===== src/rtl/despread_sync_pkg.sv =====
// rtl/despread_sync_pkg.sv - shared state encoding and default widths for the despreader sync sequencer
package despread_sync_pkg;

    localparam int CORR_W_DEF       = 7;
    localparam int LOCK_W_DEF       = 16;
    localparam int SLIP_TIMEOUT_DEF = 64;

    typedef enum logic [1:0] {
        ST_IDLE     = 2'd0,
        ST_SEARCH   = 2'd1,
        ST_SLIPWAIT = 2'd2,
        ST_LOCKED   = 2'd3
    } sync_state_e;

endpackage


===== src/rtl/despread_slip_wd.sv =====
// rtl/despread_slip_wd.sv - slip-ack watchdog; counts SLIPWAIT cycles (built only with DESPREAD_SLIP_WD_EN)
`ifdef DESPREAD_SLIP_WD_EN
module despread_slip_wd #(
    parameter int SLIP_TIMEOUT = 64
) (
    input  logic i_clk,
    input  logic i_reset,
    input  logic i_active,
    output logic o_expire
);

    localparam int CNT_W = $clog2(SLIP_TIMEOUT + 1);
    localparam logic [CNT_W-1:0] LAST = CNT_W'(SLIP_TIMEOUT - 1);

    logic [CNT_W-1:0] r_cnt;

    // Counter restarts whenever the sequencer leaves SLIPWAIT, so every slip gets a full window.
    always_ff @(posedge i_clk) begin
        if (i_reset || !i_active) begin
            r_cnt <= '0;
        end else if (r_cnt != LAST) begin
            r_cnt <= r_cnt + CNT_W'(1);
        end
    end

    assign o_expire = i_active && (r_cnt == LAST);

endmodule
`endif


===== src/rtl/despread_sync_ctrl.sv =====
// rtl/despread_sync_ctrl.sv - code-phase acquisition/tracking sequencer for one despreader channel
// Optional slip-ack watchdog enabled by defining DESPREAD_SLIP_WD_EN.
module despread_sync_ctrl
    import despread_sync_pkg::*;
#(
    parameter int CORR_W = CORR_W_DEF,
    parameter int LOCK_W = LOCK_W_DEF
`ifdef DESPREAD_SLIP_WD_EN
    ,
    parameter int SLIP_TIMEOUT = SLIP_TIMEOUT_DEF
`endif
) (
    input  logic              i_clk,
    input  logic              i_reset,
    input  logic              i_enable,
    input  logic              i_corrValid,
    input  logic [CORR_W-1:0] i_corrMag,
    input  logic [CORR_W-1:0] i_acqSyncThreshold,
    input  logic [CORR_W-1:0] i_trkSyncThreshold,
    input  logic [LOCK_W-1:0] i_lockCount,
    input  logic              i_manualSlip,
    input  logic              i_slipped,
    output logic              o_slip,
    output logic              o_locked,
    output logic [1:0]        o_syncState,
    output logic [LOCK_W-1:0] o_slipCount,
    output logic              o_slipTimeout
);

    sync_state_e       r_state;
    sync_state_e       w_state_nxt;
    sync_state_e       r_ret_state;
    sync_state_e       w_ret_nxt;
    logic [LOCK_W-1:0] r_miss;
    logic [LOCK_W-1:0] w_miss_nxt;
    logic [LOCK_W-1:0] w_miss_sat;
    logic [LOCK_W:0]   w_miss_inc;
    logic [LOCK_W:0]   w_lock_lim;
    logic [LOCK_W-1:0] r_slip_count;
    logic [LOCK_W-1:0] w_slip_count_nxt;
    logic              r_manual_d;
    logic              w_manual_edge;
    logic              r_slip;
    logic              r_locked;
    logic              r_timeout;
    logic              w_slip_nxt;
    logic              w_locked_nxt;
    logic              w_timeout_nxt;
    logic              w_wd_expire;

`ifdef DESPREAD_SLIP_WD_EN
    despread_slip_wd #(
        .SLIP_TIMEOUT(SLIP_TIMEOUT)
    ) u_slip_wd (
        .i_clk    (i_clk),
        .i_reset  (i_reset),
        .i_active (r_state == ST_SLIPWAIT),
        .o_expire (w_wd_expire)
    );
`else
    assign w_wd_expire = 1'b0;
`endif

    assign w_manual_edge = i_manualSlip && !r_manual_d;

    // Extra bit keeps the drop compare correct once the miss counter has saturated.
    assign w_miss_inc = {1'b0, r_miss} + (LOCK_W + 1)'(1);
    assign w_miss_sat = (&r_miss) ? r_miss : r_miss + LOCK_W'(1);
    assign w_lock_lim = (i_lockCount == '0) ? (LOCK_W + 1)'(1) : {1'b0, i_lockCount};

    always_ff @(posedge i_clk) begin
        if (i_reset) begin
            r_state      <= ST_IDLE;
            r_ret_state  <= ST_IDLE;
            r_miss       <= '0;
            r_slip_count <= '0;
            r_manual_d   <= 1'b0;
            r_slip       <= 1'b0;
            r_locked     <= 1'b0;
            r_timeout    <= 1'b0;
        end else begin
            r_state      <= w_state_nxt;
            r_ret_state  <= w_ret_nxt;
            r_miss       <= w_miss_nxt;
            r_slip_count <= w_slip_count_nxt;
            r_manual_d   <= i_manualSlip;
            r_slip       <= w_slip_nxt;
            r_locked     <= w_locked_nxt;
            r_timeout    <= w_timeout_nxt;
        end
    end

    always_comb begin
        w_state_nxt      = r_state;
        w_ret_nxt        = r_ret_state;
        w_miss_nxt       = r_miss;
        w_slip_count_nxt = r_slip_count;
        w_timeout_nxt    = r_timeout;
        if (!i_enable) begin
            w_state_nxt   = ST_IDLE;
            w_miss_nxt    = '0;
            w_timeout_nxt = 1'b0;
        end else begin
            case (r_state)
                ST_IDLE: w_state_nxt = ST_SEARCH;
                ST_SEARCH: begin
                    // A manual slip takes priority and the coincident epoch is dropped.
                    if (w_manual_edge) begin
                        w_state_nxt = ST_SLIPWAIT;
                        w_ret_nxt   = ST_SEARCH;
                    end else if (i_corrValid) begin
                        if (i_corrMag >= i_acqSyncThreshold) begin
                            w_state_nxt = ST_LOCKED;
                            w_miss_nxt  = '0;
                        end else begin
                            w_state_nxt = ST_SLIPWAIT;
                            w_ret_nxt   = ST_SEARCH;
                        end
                    end
                end
                ST_LOCKED: begin
                    if (w_manual_edge) begin
                        w_state_nxt = ST_SLIPWAIT;
                        w_ret_nxt   = ST_LOCKED;
                    end else if (i_corrValid) begin
                        if (i_corrMag >= i_trkSyncThreshold) begin
                            w_miss_nxt = '0;
                        end else begin
                            w_miss_nxt = w_miss_sat;
                            if (w_miss_inc >= w_lock_lim) begin
                                w_state_nxt = ST_SLIPWAIT;
                                w_ret_nxt   = ST_SEARCH;
                            end
                        end
                    end
                end
                ST_SLIPWAIT: begin
                    if (i_slipped) begin
                        w_state_nxt      = r_ret_state;
                        w_slip_count_nxt = r_slip_count + LOCK_W'(1);
                    end else if (w_wd_expire) begin
                        w_state_nxt   = ST_SEARCH;
                        w_timeout_nxt = 1'b1;
                    end
                end
                default: w_state_nxt = ST_IDLE;
            endcase
        end
    end

    always_comb begin
        w_slip_nxt   = 1'b0;
        w_locked_nxt = 1'b0;
        w_slip_nxt   = (w_state_nxt == ST_SLIPWAIT);
        w_locked_nxt = (w_state_nxt == ST_LOCKED);
    end

    assign o_slip        = r_slip;
    assign o_locked      = r_locked;
    assign o_syncState   = r_state;
    assign o_slipCount   = r_slip_count;
    assign o_slipTimeout = r_timeout;

endmodule


===== config.mk =====
export PLATFORM = sky130hd
export DESIGN_NAME = despread_sync_ctrl
export DESIGN_NICKNAME = d
export VERILOG_FILES = /design/src/rtl/despread_sync_pkg.sv /design/src/rtl/despread_slip_wd.sv /design/src/rtl/despread_sync_ctrl.sv
export SDC_FILE = /design/constraint.sdc
export NUM_CORES = 1
export LEC_CHECK = 0
export ABC_AREA = 0
export BUFFER_PORTS_ARGS = -buffer_cell sky130_fd_sc_hd__buf_2
export CAP_MARGIN = 15
export CORE_MARGIN = 2
export CORE_UTILIZATION = 49
export CTS_BUF_LIST = sky130_fd_sc_hd__clkbuf_16
export DETAILED_ROUTE_END_ITERATION = 7
export PLACE_DENSITY = 0.86
export RECOVER_POWER = 50
export SLEW_MARGIN = 15
export SYNTH_ARGS = -nofsm -noshare
export SYNTH_HDL_FRONTEND = slang
export SYNTH_SLANG_ARGS = --single-unit
export TNS_END_PERCENT = 1

===== constraint.sdc =====
create_clock -name i_clk -period 3.1 [get_ports i_clk]
set_input_delay 0.62 -clock i_clk [delete_from_list [all_inputs] [get_ports i_clk]]
set_output_delay 0.62 -clock i_clk [all_outputs]
set_load 0.02 [all_outputs]

* Word-level counts from Yosys, hierarchy flattened
Index checks and enable logic that the tools add are counted.
Cells by class: add/sub/neg operators 3, order comparisons 3, eq/ne operators 16, multiplexer cells 27, bitwise logic cells 1, reduce and logical (&&, ||, !) cells 10
Operator list (count):
- 16-bit 2-to-1 mux | 8
- 16-bit by 1-bit adder with 16-bit output (second input constant) | 2
- 16-bit one-hot mux with 2 select lines | 1
- 2-bit 2-to-1 mux | 15
- 3-bit != test (second input constant) | 6
- 16-bit by 1-bit adder with 17-bit output (second input constant) | 1
- 17-bit by 16-bit >= comparator with 1-bit output | 1
- 16-bit zero test | 1
- 16-bit AND reduction | 1
- 7-bit >= comparator | 2
- 7-bit AND reduction | 2
- 2-bit != test (second input constant) | 5
- 2-bit == test (second input constant) | 4
- 2-bit one-hot mux with 4 select lines | 1
- 2-bit one-hot mux with 2 select lines | 1
- 3-bit AND reduction | 1
- 2-bit by 1-bit == test with 1-bit output (second input constant) | 1
- 2-bit zero test | 1
- 2-bit nonzero test | 1
- 2-bit OR reduction | 1
- 1-bit logical AND | 1
- 1-bit zero test | 1
- 1-bit 2-to-1 mux | 1
- 1-bit inverter | 1
Word-level totals: flip-flop bits (word level) 39, input bits 43, output and inout port bits 21, logic and storage cells 67

* Logic depth before layout (Yosys ltp)
depth in word-level cells 10, depth in mapped cells 12, gate-level depth less buffers 12

* Worst setup path before layout
OpenSTA, ideal clock, no wires.
path type flip-flop to flip-flop, start register r_miss[0], end register r_ret_state[0], library setup time 0.115 ns, arrival time 2.879 ns, data required time 2.985 ns, slack 0.106 ns, stages on the path, launching flop included 13, period minus slack after synthesis 2.994 ns, path through dfxtp_1 > ha_1 > nand4_2 > nor3_2 > and3_1 > nand3_1 > xnor2_1 > ha_1 > a21o_1 > a2111oi_0 > o211a_1 > a21oi_1 > o21ba_2
On the way: cells in the longest elaborated chain, start to end 4
Ends and longest elaborated chain:
- start: declaration | line despread_sync_ctrl.sv:34 | logic [LOCK_W-1:0] r_miss;
- start signal: assignment | line despread_sync_ctrl.sv:84 | r_miss <= w_miss_nxt;
- 16-bit by 1-bit adder with 17-bit output | line despread_sync_ctrl.sv:67 | assign w_miss_inc = {1'b0, r_miss} + (LOCK_W + 1)'(1);
- 17-bit by 16-bit >= comparator with 1-bit output | line despread_sync_ctrl.sv:130 | if (w_miss_inc >= w_lock_lim) begin
- 3-bit != test (no source line)
- 7-bit AND reduction (no source line)
- end signal: assignment | line despread_sync_ctrl.sv:83 | r_ret_state <= w_ret_nxt;
- end: declaration | line despread_sync_ctrl.sv:32 | sync_state_e r_ret_state;
No other way between the ends. A chain may end at the register's enable or synchronous reset.

* Worst setup path after layout
Same ends and word-level chain as after synthesis.

==> summary.md <==
| Metric | Value |
|---|---|
| Pwr Density | 356 nW/um^2 |
| First-pass GRT wire length | 10900 um |
| Slowest-stage cell, CP | dfxtp_4 |
| Post-synth EDFFs | 0 |
| Fin util | 62.3% |
| Die Y | 79.6 um |
| WP data arrival | 3.14 ns |
| Int Power | 944 uW |
| Reg-to-reg startpoint | r_miss[0] |
| Min-delay worst type | reg2reg |
| R2r endpoint | r_ret_state[0] |
| Clk network pwr share | 47.2% |
| RD Place Congestion | 0.854 |
| Gr ovfl total | 0 |
| Crit path kind | reg2reg |
| CP startpoint | r_miss[0] |
| I/O pins | 64 |
| CP max FO | 6 |
| Sequential Power Share | 41.6% |
| Total Wirelength | 6620 um |
| Slew HR | between 40% and 50% |
| Final setup viols | 0 |
| Final ANT Viol Nets | 0 |
| Final Hold Viols | 0 |
| Yosys Warn Count | 0 |
| Root buf cell | clkbuf_16 |
| Yosys top cell area share | ~28% |
| Final instance area | about 3400 um^2 |
| Share of post-route cells with drive strength above 1 | 19.3% |
| Max-cap violation count | 0 |
| Area after DPL | 3200 um^2 |
| GR Util All Layers | 21.2% |
| Mapped cell area | 2800 um^2 |
| Core Box Area | 5510 um^2 |
| Port Buffers | 62 |
| Final worst-path cycle share | a little over nine tenths |
| Ys async rst share | 0% |
| Static Leakage | 1.58 nW |
| Switching share of power | between 20% and 30% |
| Worst setup path endpoint | r_ret_state[0] |
| # hold bufs at CTS | 0 |
| Pins Over Slew Limit | 0 |
| Initial core utilization | approximately half |
| Switch Pwr | 277 uW |
| Vias in the first global route | 2535 |
| Max VDD drop | 0.390 mV |
| Critical path cell sequence | ha_1 -> nand4_2 -> nor3_2 -> and3_1 -> nand3_1 -> xnor2_2 -> ha_1 -> a21o_1 -> a2111oi_4 -> o211a_1 -> a21oi_1 -> o21ba_2 |
| DRC Markers | 0 |
| Fmax | 0.337 GHz |
| R2R cell count | 12 |
| Slew @ Worst Pin | between 0.8 and 0.9 ns |
| Cts bufs inserted | 5 |
| Vias | 2732 |
| Post-CTS setup buffer count | 0 |
| First-pass DRT Iterations | 4 |
| Mapped Cells | 349 |
| Die area | 6340 um^2 |
| Clock latency on the worst-skew pair | 0.28 ns |
| Post-synthesis register bit count | 39 |
| Fillers | 474 |
| Tmin final | 2.96 ns |
| CTS tree | yes |
| Most used cell, CP | ha_1 |
| Row cnt | 27 |
| Reg2Reg Setup Slack | 0.14 ns |
| Synthesized Nets | 424 |
| Top post-synthesis cells by area | dfxtp_1 (28%), ha_1 (14%), xor2_1 (4.7%), inv_1 (4.6%), nor2_1 (3.8%) |
| Hpwl dp | 5040 um |
| Status | complete, no violations |
| Most used DFF post-synth | dfxtp_1 |
| CTS clk-pin slew, worst paths | 0.06 ns |
| Drt initial violations | ~170 |
| Sequential area share after synthesis | between 20% and 30% |
| Area Growth Syn to Fin | 22.4% |
| Crit path largest cell delay | 0.38 ns |
| Largest net degree at the start of global routing | 22 |
| H-tree depth | 2 |
| DIE WIDTH | 79.6 um |
| Average via count per standard cell | 5.62 |
| CP Data Required Time | 3.27 ns |
| Comb power frac | ~11% |
| Clk sinks | 39 |
| Final nets | 488 |
| Setup Skew | 0.00624 ns |
| Yosys top cell by area | dfxtp_1 |
| Clock Path Buffers | 2 |
| Worst setup EP type | flop |
| Antenna diodes | 0 |
| Yosys cell types | 54 |
| Initial antenna violation count | 0 |
| Fin worst setup slack | 0.137 ns |
| Syn_area_per_cell | 8.03 um^2 |
| Critical Path Source Type | flop |
| WL per Instance | 13.6 um |
| Placement Setup Slack | 0.0218 ns |
## stage by stage
step           TNS (ns)  std cells  hold WS [ns]  total power, mW
2_1_floorplan         0        349         0.458            0.602
3_3_place_gp          0        478         0.479            0.647
3_5_place_dp          0        478         0.492            0.652
4_1_cts               0        486         0.505             1.23
5_1_grt          -0.272        486         0.525             1.27
6_report              0        486         0.500             1.22
## cells by family after synthesis
logic type | after synthesis | synth area share (%)
AOI/OAI and AO/OA | 73 | 17.5
xor gates and xnor gates | 27 | 8.44
adders and majority gates | 32 | 14.3
buffers and inverters | 48 | 7.06
DFF | 39 | 27.9
muxes | 2 | 0.759
other | 1 | 0.134
and+or+nand+nor | 127 | 24.0
## worst min path at each step
| stage | cells after the start | slack, ns | endpoint | startpoint |
|---|---|---|---|---|
| final | 2 | 0.50 | r_miss[1] | r_miss[1] |
| after global routing | 2 | 0.52 | r_ret_state[1] | r_ret_state[1] |
| after CTS | 1 | 0.50 | r_ret_state[0] | r_ret_state[0] |
| after detailed placement | 1 | 0.49 | r_ret_state[0] | r_ret_state[0] |
| after global placement | 1 | 0.48 | r_ret_state[0] | r_ret_state[0] |
| after floorplan | 1 | 0.46 | r_ret_state[0] | r_ret_state[0] |
## layout by cell type (no fill, tap or decap), drive strengths merged, types with 2 or more instances in the layout
cell type	instances
a21oi	16
clkinv	2
nor4	7
dfxtp	39
o21bai	2
or2	4
nand4	11
xor2	15
a211oi	4
and2	3
nand2	23
a21o	5
inv	34
xnor2	12
buf	50
a41oi	3
a2111oi	3
and3	9
o31ai	2
o21ai	16
nand3	18
nor2b	3
clkbuf	26
nand2b	7
ha	32
or3	2
nor2	28
a31oi	11
nor3	9
## cell type report
cell class / count / area (um^2) / share of cell area [%]
well taps: 72 / 90.1 / 2.63
inverters: 34 / 128 / 3.72
clock buffers: 5 / 125 / 3.65
flip-flops and latches: 39 / 787 / 22.9
repair buffers: 71 / 352 / 10.3
multi-input cells: 262 / 1900 / 55.5
clock inverters: 3 / 43.8 / 1.28
## flip-flops by register name, summed over array words and instances, names as in the netlist
signal / count
r_manual_d: 1
o_syncState: 2
o_locked: 1
o_slipCount: 16
r_ret_state: 2
o_slip: 1
r_miss: 16
## cell usage after synthesis (3+ instances only)
library cell,instances
a21oi_1,16
nand2_1,23
and2_1,3
clkbuf_1,7
o21ai_0,14
ha_1,32
nand3_1,18
a41oi_1,3
nor2_1,28
nor2b_1,3
a21o_1,5
a31oi_1,11
or2_2,3
xor2_1,15
buf_2,5
nand4_1,9
a211oi_1,3
inv_1,34
and3_1,9
nor3_1,8
dfxtp_1,39
xnor2_1,12
nand2b_1,6
nor4_1,6
a2111oi_0,3
## routing by layer
metal | track usage (%) | part of all wire (%) | up-vias
met5 | 0 | 0 | -
li1 | - | - | 1368
met3 | 3.96 | 6.0 | 8
met4 | 5.34 | 1.1 | 0
met2 | 38.3 | 50 | 92
met1 | 25.6 | 43 | 1264
## power by group through the flow
| stage | clock (mW) | sequential, mW | combinational, mW |
|---|---|---|---|
| final | 0.577 | 0.508 | 0.137 |
| after global routing | 0.603 | 0.508 | 0.156 |
| after CTS | 0.586 | 0.508 | 0.134 |
| after detailed placement | 0 | 0.519 | 0.133 |
| after global placement | 0 | 0.519 | 0.127 |
| after floorplan | 0 | 0.520 | 0.0825 |
## critical path, delay by kind of cell (launching register included)
family,cells,cell delay (ns)
fa+ha+maj,2,0.51
xor+xnor,1,0.18
simple gates,4,0.68
flops,1,0.38
compound gates,5,1.11
## what timing repair did
action | CTS | global route
gates resized for setup | 1 | 15
endpoints found under the setup margin | 1 | 5
pin swaps | 0 | 4
hold endpoints to repair | 0 | 0
No activity file was read; power rests on OpenSTA's default activity.
